### config.mk
export PLATFORM = sky130hd
export DESIGN_NAME = spi_ram_master_flat
export DESIGN_NICKNAME = d
export VERILOG_FILES = /design/src/rtl/spi_ram_master_if.sv /design/src/rtl/spi_ram_master.sv /design/src/flat_wrapper.sv
export SDC_FILE = /design/constraint.sdc
export NUM_CORES = 1
export LEC_CHECK = 0
export ABC_AREA = 1
export CORE_MARGIN = 2
export CORE_UTILIZATION = 56
export CTS_BUF_LIST = sky130_fd_sc_hd__clkbuf_2 sky130_fd_sc_hd__clkbuf_4 sky130_fd_sc_hd__clkbuf_8
export DETAILED_ROUTE_END_ITERATION = 8
export PLACE_DENSITY = 0.82
export SLEW_MARGIN = 10
export SYNTH_ARGS = -nofsm -noshare
export SYNTH_HDL_FRONTEND = slang
export SYNTH_SLANG_ARGS = --single-unit
export TNS_END_PERCENT = 10
### constraint.sdc
create_clock -name clk -period 1.5 [get_ports clk]
set_input_delay 0.225 -clock clk [delete_from_list [all_inputs] [get_ports clk]]
set_output_delay 0.225 -clock clk [all_outputs]
set_load 0.02 [all_outputs]
### src/rtl/spi_ram_master_if.sv
// ============================================================================
// spi_ram_master_if : host command/reply handshake plus SPI pins of the master
// Revision: 1.0
// ============================================================================
`default_nettype none

interface spi_ram_master_if #(
    parameter int FRAME_W = 10,
    parameter int DATA_W  = 8
);
    logic               cmd_valid;
    logic               cmd_ready;
    logic [FRAME_W-1:0] cmd_word;
    logic               busy;
    logic               rd_valid;
    logic [DATA_W-1:0]  rd_data;
    logic               SS_n;
    logic               MOSI;
    logic               MISO;

    modport master (
        input  cmd_valid, cmd_word, MISO,
        output cmd_ready, busy, rd_valid, rd_data, SS_n, MOSI
    );

    modport slave (
        output cmd_valid, cmd_word, MISO,
        input  cmd_ready, busy, rd_valid, rd_data, SS_n, MOSI
    );
endinterface

`default_nettype wire

### src/rtl/spi_ram_master.sv
// ============================================================================
// spi_ram_master : serialises {cmd,payload} words onto MOSI, captures read replies
// Revision: 1.0
// ============================================================================
`default_nettype none

module spi_ram_master #(
    parameter int FRAME_W = 10,
    parameter int DATA_W  = 8,
    parameter int RD_LAT  = 3
) (
    input  wire logic clk,
    input  wire logic rst,
    spi_ram_master_if.master bus
);

    localparam int CNT_MAX = (FRAME_W > DATA_W)
                           ? ((FRAME_W > RD_LAT) ? FRAME_W : RD_LAT)
                           : ((DATA_W  > RD_LAT) ? DATA_W  : RD_LAT);
    localparam int CNT_W   = $clog2(CNT_MAX + 1);

    typedef enum logic [2:0] {
        IDLE    = 3'd0,
        LEAD    = 3'd1,
        SHIFT   = 3'd2,
        WAIT    = 3'd3,
        CAPTURE = 3'd4,
        DONE    = 3'd5
    } state_t;

    state_t             state,    nxt_state;
    logic [FRAME_W-1:0] sreg,     nxt_sreg;
    logic [CNT_W-1:0]   cnt,      nxt_cnt;
    logic [DATA_W-1:0]  cap,      nxt_cap;
    logic [DATA_W-1:0]  rd_data,  nxt_rd_data;
    logic               ss_n,     nxt_ss_n;
    logic               mosi,     nxt_mosi;
    logic               rd_valid, nxt_rd_valid;
    logic               is_read,  nxt_is_read;

    always_ff @(posedge clk or posedge rst) begin
        if (rst) begin
            state    <= IDLE;
            sreg     <= '0;
            cnt      <= '0;
            cap      <= '0;
            rd_data  <= '0;
            ss_n     <= 1'b1;
            mosi     <= 1'b0;
            rd_valid <= 1'b0;
            is_read  <= 1'b0;
        end else begin
            state    <= nxt_state;
            sreg     <= nxt_sreg;
            cnt      <= nxt_cnt;
            cap      <= nxt_cap;
            rd_data  <= nxt_rd_data;
            ss_n     <= nxt_ss_n;
            mosi     <= nxt_mosi;
            rd_valid <= nxt_rd_valid;
            is_read  <= nxt_is_read;
        end
    end

    always_comb begin
        nxt_state    = state;
        nxt_sreg     = sreg;
        nxt_cnt      = cnt;
        nxt_cap      = cap;
        nxt_rd_data  = rd_data;
        nxt_ss_n     = ss_n;
        nxt_mosi     = mosi;
        nxt_rd_valid = 1'b0;
        nxt_is_read  = is_read;

        case (state)
            IDLE: begin
                // The lead bit repeats word[MSB]; the slave uses it to pick its write or read path.
                if (bus.cmd_valid) begin
                    nxt_state   = LEAD;
                    nxt_sreg    = bus.cmd_word;
                    nxt_is_read = (bus.cmd_word[FRAME_W-1 -: 2] == 2'b11);
                    nxt_ss_n    = 1'b0;
                    nxt_mosi    = bus.cmd_word[FRAME_W-1];
                    nxt_cnt     = '0;
                end
            end
            LEAD: begin
                nxt_state = SHIFT;
                nxt_mosi  = sreg[FRAME_W-1];
                nxt_sreg  = sreg << 1;
                nxt_cnt   = CNT_W'(1);
            end
            SHIFT: begin
                if (cnt == CNT_W'(FRAME_W)) begin
                    nxt_cnt  = '0;
                    nxt_mosi = 1'b0;
                    if (is_read) begin
                        nxt_state = WAIT;
                    end else begin
                        nxt_state = DONE;
                        nxt_ss_n  = 1'b1;
                    end
                end else begin
                    nxt_mosi = sreg[FRAME_W-1];
                    nxt_sreg = sreg << 1;
                    nxt_cnt  = cnt + 1'b1;
                end
            end
            WAIT: begin
                if (cnt == CNT_W'(RD_LAT - 1)) begin
                    nxt_state = CAPTURE;
                    nxt_cnt   = '0;
                end else begin
                    nxt_cnt = cnt + 1'b1;
                end
            end
            CAPTURE: begin
                nxt_cap = {cap[DATA_W-2:0], bus.MISO};
                if (cnt == CNT_W'(DATA_W - 1)) begin
                    nxt_rd_data  = {cap[DATA_W-2:0], bus.MISO};
                    nxt_rd_valid = 1'b1;
                    nxt_ss_n     = 1'b1;
                    nxt_state    = DONE;
                    nxt_cnt      = '0;
                end else begin
                    nxt_cnt = cnt + 1'b1;
                end
            end
            DONE: begin
                nxt_state = IDLE;
            end
            default: begin
                nxt_state = IDLE;
                nxt_ss_n  = 1'b1;
                nxt_mosi  = 1'b0;
                nxt_cnt   = '0;
            end
        endcase
    end

    assign bus.cmd_ready = (state == IDLE);
    assign bus.busy      = (state != IDLE);
    assign bus.rd_valid  = rd_valid;
    assign bus.rd_data   = rd_data;
    assign bus.SS_n      = ss_n;
    assign bus.MOSI      = mosi;

endmodule

`default_nettype wire
### src/flat_wrapper.sv
// flat-port wrapper written by rule: the top's interface ports become plain ports
module spi_ram_master_flat 
#(
    parameter int FRAME_W = 10,
    parameter int DATA_W  = 8,
    parameter int RD_LAT  = 3
)
  (clk, rst, bus_cmd_valid, bus_cmd_word, bus_MISO, bus_cmd_ready, bus_busy, bus_rd_valid, bus_rd_data, bus_SS_n, bus_MOSI);
  spi_ram_master_if #(.FRAME_W(FRAME_W), .DATA_W(DATA_W)) bus_i ();
  input  wire logic clk;
  input  wire logic rst;
  input wire logic [$bits(bus_i.cmd_valid)-1:0] bus_cmd_valid;
  input wire logic [$bits(bus_i.cmd_word)-1:0] bus_cmd_word;
  input wire logic [$bits(bus_i.MISO)-1:0] bus_MISO;
  output wire logic [$bits(bus_i.cmd_ready)-1:0] bus_cmd_ready;
  output wire logic [$bits(bus_i.busy)-1:0] bus_busy;
  output wire logic [$bits(bus_i.rd_valid)-1:0] bus_rd_valid;
  output wire logic [$bits(bus_i.rd_data)-1:0] bus_rd_data;
  output wire logic [$bits(bus_i.SS_n)-1:0] bus_SS_n;
  output wire logic [$bits(bus_i.MOSI)-1:0] bus_MOSI;
  assign bus_i.cmd_valid = bus_cmd_valid;
  assign bus_i.cmd_word = bus_cmd_word;
  assign bus_i.MISO = bus_MISO;
  assign bus_cmd_ready = bus_i.cmd_ready;
  assign bus_busy = bus_i.busy;
  assign bus_rd_valid = bus_i.rd_valid;
  assign bus_rd_data = bus_i.rd_data;
  assign bus_SS_n = bus_i.SS_n;
  assign bus_MOSI = bus_i.MOSI;
  spi_ram_master #(.FRAME_W(FRAME_W), .DATA_W(DATA_W), .RD_LAT(RD_LAT)) u_core (.clk(clk), .rst(rst), .bus(bus_i));
endmodule
==> results_dict.tcl, run 1 <==
set metrics [dict create \
    synth_top_area_share_pct 46.5 \
    drive_gt1_share_pct 23.2 \
    peakVddDrop_v 0.00102 \
    clk_path_buf_depth 2 \
    whs_ps 56.9 \
    status "finished clean" \
    place.gp.congestion 0.922 \
    grt_overflow_total 0 \
    crit_fanout 4 \
    drt_iter0_drc 100 \
    drt_first_pass_iters 6 \
    start_util_pct 57.3 \
    clkTransAtPathRegs_ps 120 \
    clockRootBuffer "clkbuf_4" \
    die_h_um 62.0 \
    place_hpwl_um 2850 \
    worst_slew_pin_slew_ps 285 \
    maxCapViolCount 0 \
    grt_pass1_wl_um 6190 \
    hold_path.class "input port to asynchronous set/reset pin" \
    ctsHoldBuffers 0 \
    cts_sinks 36 \
    stdcell_area_mm2 0.00239 \
    synth_seq_cells 36 \
    placed_area_mm2 0.00224 \
    synth_area_leaders "dfrtp_1, nand2_1, o21ai_0, inv_1, nand3_1" \
    critical_path.endpoint "bus_busy" \
    yosys.area.top_type "dfrtp_1" \
    die_w_um 62.0 \
    coreArea_mm2 0.00328 \
    finalHoldViolCount 0 \
    cp-startpoint "u_core.state[1]$_DFFE_PP0P_" \
    rrSetupSlack_ps 50 \
    diodes 0 \
    cpPeakStageDelay_ps 410 \
    setup_viol 0 \
    routedWlPerCell_um 13.1 \
    vias_per_cell 5.21 \
    ys_seq_area_share_pct 47.9 \
    cp.buffers_inverters 3 \
    io_pins 27 \
    final_cells 317 \
    nNetsFinal 286 \
    antenna_found_initial 0 \
    reg2reg_to "u_core.cnt[0]$_DFFE_PP0P_" \
    criticalPathCategory "flop to output port" \
    cts_made_buffers 5 \
    cp-start-kind "flop" \
    syn_nets 244 \
    antenna_left 0 \
    drt-total-wl_um 4160 \
    post-route-drc-count 0 \
    area_growth_pct 26.8 \
    post-route-period-util_pct 98.0 \
    insertion_delay_ps 350 \
    r2r_start "u_core.cnt[0]$_DFFE_PP0P_" \
    grt_max_degree 18 \
    powerDensity_mw_per_mm2 2000 \
    cts_max_level 2 \
    crit_path_cell_trace "inv_2, nand2_2, nor2_4, inv_2, buf_6" \
    syn_avg_cell_area_um2 8.26 \
    relSlewSlack_pct 81.0 \
    rows 21 \
    path_delay_family "flip-flops" \
    tns_ps 0 \
    r2r_cells 7 \
    fmax_mhz 680 \
    cp.required_ps 1270 \
    slowest_stage "dfrtp_1" \
    grt_pass1_vias 1485 \
    die_area_mm2 0.00384 \
    ys_types 28 \
    post-route-min-period_ps 1470 \
    arrival_ps 1240 \
    rsz0062_at_grt "yes" \
    p_leak_nw 1.25 \
    drv_slew 0 \
    postSynthCellCount 228 \
    cp-end-kind "output port" \
    finClkSkew_ps 11.0 \
    cts_tree "done" \
    yosysWarnings 0 \
    crit_cells 5 \
    syn-cell-area_mm2 0.00188 \
    vias 1650 \
    cpMostUsedCell "inv_2" \
    track_usage_pct 22.6 \
    dp.cells 307 \
    io_buffers 26 \
]
-- what timing repair did --
| action | CTS | global route |
|---|---|---|
| setup endpoints to repair | 23 | 19 |
| buffers inserted | 0 | 1 |
| gates cloned | 0 | 1 |
| pin swaps | 1 | 3 |
| resized for setup | 20 | 18 |
-- power by group --
group          total (mW)  internal [mW]  switching (mW)
combinational        2.58          0.956            1.62
clock               0.688          0.347           0.341
sequential           1.50           1.32           0.181
-- cell usage in the layout (no fill, tap or decap), types with 4 or more instances in the layout --
cell / instances
inv_1: 16
o21ai_0: 14
clkbuf_4: 5
dfrtp_1: 35
nand2_1: 87
clkdlybuf4s50_1: 13
nor2_4: 6
o21ai_1: 9
o21ai_2: 7
nand3_1: 11
dlygate4sd2_1: 11
buf_4: 15
inv_2: 6
nand3_2: 4
-- worst min path at each step --
| stage | start | endpoint | slack, ps | cells after the start |
|---|---|---|---|---|
| final | rst | u_core.cap[3]$_DFFE_PP0P_ | 60 | 2 |
| after global routing | rst | u_core.cap[3]$_DFFE_PP0P_ | 80 | 2 |
| after CTS | rst | u_core.cap[3]$_DFFE_PP0P_ | 40 | 2 |
| after detailed placement | rst | u_core.cap[3]$_DFFE_PP0P_ | 440 | 2 |
| after global placement | rst | u_core.cap[3]$_DFFE_PP0P_ | 440 | 2 |
| after floorplan | bus_cmd_word[0] | u_core.sreg[0]$_DFFE_PP0P_ | 360 | 2 |
-- per-layer routing --
metal  part of all wire (%)  wire (um)  GRT usage, %  up-vias
met4                    1.7         71          10.9        0
met3                    4.2        173          5.80        7
met2                     53       2200          36.8       48
met1                     41       1710          28.1      788
li1                       -          -             -      807
met5                      0          0             0        -
-- state kept, by name, summed over array words and instances, names as in the netlist --
register and cells:
u_core.bus.MOSI 1, u_core.bus.SS_n 1, u_core.bus.rd_data 8, u_core.bus.rd_valid 1, u_core.cap 7, u_core.cnt 4, u_core.is_read 1, u_core.sreg 10
u_core.state 3
-- kinds of logic (layout without fill, tap and decap cells) --
kind of cell / Yosys count / after routing / share of synthesized area [%]
AOI/OAI and AO/OA: 33 / 33 / 10.5
xor gates and xnor gates: 2 / 2 / 0.930
adders and majority gates: 2 / 2 / 1.33
buffers and inverters: 30 / 72 / 8.31
DFF: 36 / 36 / 47.9
and+or+nand+nor: 125 / 126 / 31.0
-- Yosys cell counts --
library cell   n
nand2_1       90
dfrtp_1       35
inv_1         18
o21ai_0       14
nand3_1       13
o21ai_1        9
o21ai_2        7
buf_6          5
nor2_1         5
inv_2          4
nand3_2        3
nand4_1        3
nor2_2         3
ha_1           2
nand2_4        2
nor2_4         2
xor2_1         2
a21oi_1        1
a31o_2         1
and2_1         1
buf_4          1
clkbuf_1       1
dfstp_2        1
inv_4          1
nand2_2        1
nand3_4        1
nor2_8         1
o21bai_1       1
-- metrics by stage --
stage               utilization [%]  power [mW]  setup WS (ps)
finish                         72.7        4.77           30.5
detailed placement             68.2        3.89          -99.2
floorplan                         -        3.20           73.8
CTS                            70.4        4.57          -92.0
global placement               68.2        3.79          -37.8
global route                   72.7        5.14          -47.4
-- area by class of cell --
type / count / area (um^2)
flip-flops and latches: 36 / 902
fillers: 265 / 896
multi-input cells: 163 / 890
repair buffers: 41 / 370
inverters: 23 / 88.8
well taps: 46 / 57.6
clock inverters: 3 / 42.5
clock buffers: 5 / 37.5
No activity file was read; power rests on OpenSTA's default activity.
==> run 2, diff against run 1 <==
==> constraint.sdc (replaced) <==
create_clock -name clk -period 1.5 [get_ports clk]
set_input_delay 0.3 -clock clk [delete_from_list [all_inputs] [get_ports clk]]
set_output_delay 0.3 -clock clk [all_outputs]
set_load 0.02 [all_outputs]
==> run 2 against run 1 <==
Core utilization up 2.9 points. Critical path depth unchanged. Total power up 6.6%. Critical path type unchanged. Largest power group unchanged.
==> results_dict.tcl, run 2 (same netlist as run 1, synthesis figures left out) <==
set metrics [dict create \
    cp-end-kind "output port" \
    maxCapViolCount 0 \
    finClkSkew_ps 5.62 \
    worst_slew_pin_slew_ps 228 \
    drive_gt1_share_pct 25.5 \
    coreArea_mm2 0.00328 \
    fmax_mhz 684 \
    rsz0062_at_grt "yes" \
    io_buffers 26 \
    tns_ps 0 \
    reg_top3 "u_core.sreg: 10 flops, u_core.bus.rd_data: 8 flops, u_core.cap: 7 flops" \
    grt_max_degree 18 \
    grt_pass1_vias 1597 \
    arrival_ps 1160 \
    cp-start-kind "flop" \
    powerDensity_mw_per_mm2 2050 \
    die_area_mm2 0.00384 \
    cp-startpoint "u_core.state[1]$_DFFE_PP0P_" \
    finalHoldViolCount 0 \
    cts_sinks 36 \
    rrSetupSlack_ps 40 \
    die_h_um 62.0 \
    post-route-min-period_ps 1460 \
    drt-total-wl_um 4380 \
    relSlewSlack_pct 84.7 \
    diodes 0 \
    power_mw 5.09 \
    rows 21 \
    routedWlPerCell_um 13.6 \
    drv_slew 0 \
    final_util_pct 75.6 \
    largest_reg_flops 10 \
    crit_fanout 3 \
    track_usage_pct 24.6 \
    final_common_cell "nand2_1" \
    nNetsFinal 290 \
    multiInputGateArea_um2 935 \
    io_pins 27 \
    nFillCells 234 \
    clockRootBuffer "clkbuf_4" \
    clk_path_buf_depth 2 \
    antenna_left 0 \
    vias_per_cell 5.23 \
    ff_latch_area_um2 902 \
    post-route-drc-count 0 \
    area_growth_pct 31.8 \
    grt_overflow_total 0 \
    reg2reg_to "u_core.state[0]$_DFFE_PP0P_" \
    cts_made_buffers 5 \
    place.gp.congestion 0.925 \
    setup_viol 0 \
    clkTransAtPathRegs_ps 110 \
    cp.required_ps 1200 \
    cts_tree "done" \
    ctsHoldBuffers 0 \
    cts_max_level 2 \
    peakVddDrop_v 0.00114 \
    insertion_delay_ps 340 \
    top_register "u_core.sreg" \
    drt_first_pass_iters 5 \
    hold_path.class "input port to asynchronous set/reset pin" \
    vias 1680 \
    drt_iter0_drc 179 \
    final_cell_mix "nand2_1, dfrtp_1, buf_4" \
    whs_ps 137 \
    antenna_found_initial 0 \
    criticalPathCategory "flop to output port" \
    place_hpwl_um 2720 \
    status "finished clean" \
    die_w_um 62.0 \
    r2r_start "u_core.cnt[0]$_DFFE_PP0P_" \
    start_util_pct 57.3 \
    r2r_cells 8 \
    critical_path.endpoint "bus_busy" \
    grt_pass1_wl_um 6760 \
    p_leak_nw 1.29 \
    post-route-period-util_pct 97.5 \
]
## run 2: worst min-delay path by stage
stage	slack (ps)	endpoint	from	depth (start not counted)
floorplan	440	u_core.sreg[0]$_DFFE_PP0P_	bus_cmd_word[0]	2
global placement	460	u_core.bus.rd_data[7]$_DFFE_PP0P_	u_core.bus.rd_data[7]$_DFFE_PP0P_	2
detailed placement	460	u_core.bus.rd_data[7]$_DFFE_PP0P_	u_core.bus.rd_data[7]$_DFFE_PP0P_	2
CTS	130	u_core.cap[3]$_DFFE_PP0P_	rst	2
global route	170	u_core.cap[3]$_DFFE_PP0P_	rst	2
finish	140	u_core.cap[3]$_DFFE_PP0P_	rst	2
## run 2: area by class of cell
cell class / count / share of cell area, %
multi-input cells: 164 / 37.7
repair buffers: 44 / 16.1
flip-flops and latches: 36 / 36.3
well taps: 46 / 2.32
inverters: 23 / 3.78
clock buffers: 7 / 2.62
clock inverters: 1 / 1.21
## run 2: where the power goes
part,leakage [nW],total [mW],internal (mW),switching (mW)
Clock,0.0515,0.771,0.442,0.329
Sequential,0.464,1.51,1.32,0.191
Combinational,0.770,2.80,1.07,1.73
## run 2: worst max-delay path, cell delays in order, from the launching register on
cell     delay [ps]
dfrtp_1         400
inv_2            70
nand2_2          60
nor2_4          110
inv_2            50
buf_6           120
## run 2: timing repair
| action | CTS | global route |
|---|---|---|
| setup endpoints to repair | 25 | 28 |
| setup buffers | 3 | 3 |
| pin swaps | 3 | 8 |
| hold endpoints to repair | 0 | 0 |
| cloned | 0 | 2 |
| gates resized for setup | 31 | 23 |
## run 2: through the flow
stage	cells	cell area, um^2	setup slack (ps)
floorplan	228	1880	73.8
global route	321	2480	-37.3
detailed placement	306	2230	-105
CTS	317	2360	2.47
finish	321	2480	38.0
global placement	306	2230	-62.4
## run 2: metal layers
metal  GRT usage (%)  vias to the layer above  wire, um
met5               0                        -         0
met4            14.3                        0        66
met1            29.4                      809      1840
li1                -                      817         -
met3            8.28                        4       204
met2            38.7                       50      2270
==> run 3, diff against run 2 <==
Settings changed: REMOVE_ABC_BUFFERS set to 1.
==> run 3 against run 2 <==
Fmax shrank 0.59%. Clock skew grew 2.6 ps. Global-route usage fell by 2.6 points. First-iteration DRC count down 64%. Cell count fell by 0.93%. Die area is the same. Sequential power barely moved. Via count shrank 6.4%. Setup slack got worse by 8.7 ps. Cell area down 3.8%. Critical endpoint is now u_core.sreg[4]$_DFFE_PP0P_. Highest routed layer unchanged.
==> results_dict.tcl, run 3 (same netlist as run 1, synthesis figures left out) <==
set metrics [dict create \
    pwr-share-seq_pct 32.4 \
    routedWlPerCell_um 11.3 \
    whs_ps 304 \
    switching_power_mw 1.99 \
    place.gp.congestion 0.848 \
    p_leak_nw 1.26 \
    slowest_stage "dfrtp_1" \
    antenna_left 0 \
    combPwrFrac_pct 51.3 \
    nNetsFinal 287 \
    clockRootBuffer "clkbuf_4" \
    cpPeakStageDelay_ps 420 \
    relSlewSlack_pct 79.2 \
    track_usage_pct 22.0 \
    coreArea_mm2 0.00328 \
    fmax_mhz 680 \
    finalHoldViolCount 0 \
    cts_made_buffers 5 \
    final_common_cell "nand2_1" \
    clk_path_buf_depth 2 \
    largest_reg_flops 10 \
    worst_slew_pin_slew_ps 311 \
    grt_pass1_wl_um 6230 \
    nFillCells 261 \
    cts_max_level 2 \
    io_buffers 26 \
    vias 1573 \
    dp.cells 304 \
    grt_pass1_vias 1498 \
    drt-total-wl_um 3590 \
    met1_length_um 1690 \
    powerDensity_mw_per_mm2 1960 \
    diodes 0 \
    drive_gt1_share_pct 23.5 \
    die_h_um 62.0 \
    cpMostUsedCell "nand2_1" \
    hold_path.class "input port to asynchronous set/reset pin" \
    insertion_delay_ps 330 \
    post-route-drc-count 0 \
    peakVddDrop_v 0.000948 \
    path_delay_family "simple AND/OR/NAND/NOR gates" \
    power_mw 4.68 \
    dr_wl_met3_um 106 \
    routed.top_layer "met4" \
    io_pins 27 \
    rows 21 \
    die_w_um 62.0 \
    grt_overflow_total 0 \
    die_area_mm2 0.00384 \
    cts_sinks 36 \
    final_cells 318 \
    cp-end-kind "flop" \
    reg_top3 "u_core.sreg: 10 flops, u_core.bus.rd_data: 8 flops, u_core.cap: 7 flops" \
    cts_tree "done" \
    cp-start-kind "flop" \
    top_register "u_core.sreg" \
    antenna_found_initial 0 \
    cp.required_ps 1770 \
    grt_max_degree 37 \
    clockPowerShare_pct 16.3 \
    crit_path_cell_trace "buf_4, a21oi_2, nand2_2, nor2_2, nand2_1, nand2_1" \
    swShare_pct 42.4 \
    rsz0062_at_grt "yes" \
    vias_per_cell 4.95 \
    final_cell_mix "nand2_1, dfrtp_1, inv_1, buf_4, o21ai_0" \
    ctsHoldBuffers 0 \
    maxCapViolCount 0 \
    clkTransAtPathRegs_ps 110 \
    post-route-min-period_ps 1470 \
    drt_first_pass_iters 4 \
    place_hpwl_um 2520 \
    setup_viol 0 \
    cp.buffers_inverters 1 \
    crit_fanout 12 \
    arrival_ps 1740 \
    start_util_pct 57.3 \
    post-route-period-util_pct 98.0 \
    drv_slew 0 \
    area_growth_pct 26.8 \
    drt_iter0_drc 64 \
    status "finished clean" \
    criticalPathCategory "flop to flop" \
    p_int_mw 2.70 \
    finClkSkew_ps 8.21 \
    met2WireLength_um 1740 \
]
## run 3: worst register-to-register path, stage by stage (launching register included)
cell and delay (ps):
dfrtp_1 420, buf_4 190, a21oi_2 190, nand2_2 190, nor2_2 280, nand2_1 80, nand2_1 60
## run 3: what timing repair did
item | CTS | global route
buffers inserted | 2 | 3
pin swaps | 2 | 4
cloned | 0 | 1
setup endpoints to repair | 24 | 28
resized for setup | 27 | 9
hold endpoints to repair | 0 | 0
## run 3: routing by layer
layer	GRT usage, %	vias to the layer above
met3	4.35	5
li1	-	806
met5	0	-
met2	36.5	23
met1	28.5	739
met4	8.21	0
## run 3: path summary, 6_finish.rpt
check	startpoint	to	slack, ps	cells past startpoint
worst max-delay path	u_core.state[1]$_DFFE_PP0P_	u_core.sreg[4]$_DFFE_PP0P_	30	6
worst min-delay path	rst	u_core.bus.rd_data[0]$_DFFE_PP0P_	300	3
worst max register to register	u_core.state[1]$_DFFE_PP0P_	u_core.sreg[4]$_DFFE_PP0P_	30	6
worst min register to register	u_core.bus.rd_data[1]$_DFFE_PP0P_	u_core.bus.rd_data[1]$_DFFE_PP0P_	490	2
max in group asynchronous	rst	u_core.bus.SS_n$_DFFE_PP1P_	950	3
min in group clk	u_core.bus.rd_data[1]$_DFFE_PP0P_	u_core.bus.rd_data[1]$_DFFE_PP0P_	490	2
## run 3: layout make-up
type                       count  area [um^2]  share of cell area, %
sequential                    36          902                   37.8
multi-input combinational    163          870                   36.4
timing repair buffer          42          374                   15.7
inverter                      23         88.8                   3.72
clock buffer                   7         65.1                   2.73
tap                           46         57.6                   2.41
clock inverter                 1         30.0                   1.26
## run 3: through the flow
step | TNS, ps | setup WS [ps] | utilization, % | instance area, um^2
floorplan | 0 | 9.72 | - | 1820
global placement | -373 | -47.9 | 67.8 | 2230
detailed placement | -705 | -69.7 | 67.8 | 2230
CTS | 0 | 8.14 | 71.4 | 2340
global route | -680 | -69.1 | 72.7 | 2390
finish | 0 | 29.4 | 72.7 | 2390
## run 3: power by group through the flow
stage          combinational [mW]  sequential (mW)  clock [mW]
3_3_place_gp                 2.24             1.52           0
5_1_grt                      2.75             1.57       0.811
6_report                     2.40             1.52       0.764
2_1_floorplan                1.43             1.64           0
3_5_place_dp                 2.27             1.53           0
4_1_cts                      2.33             1.51       0.773
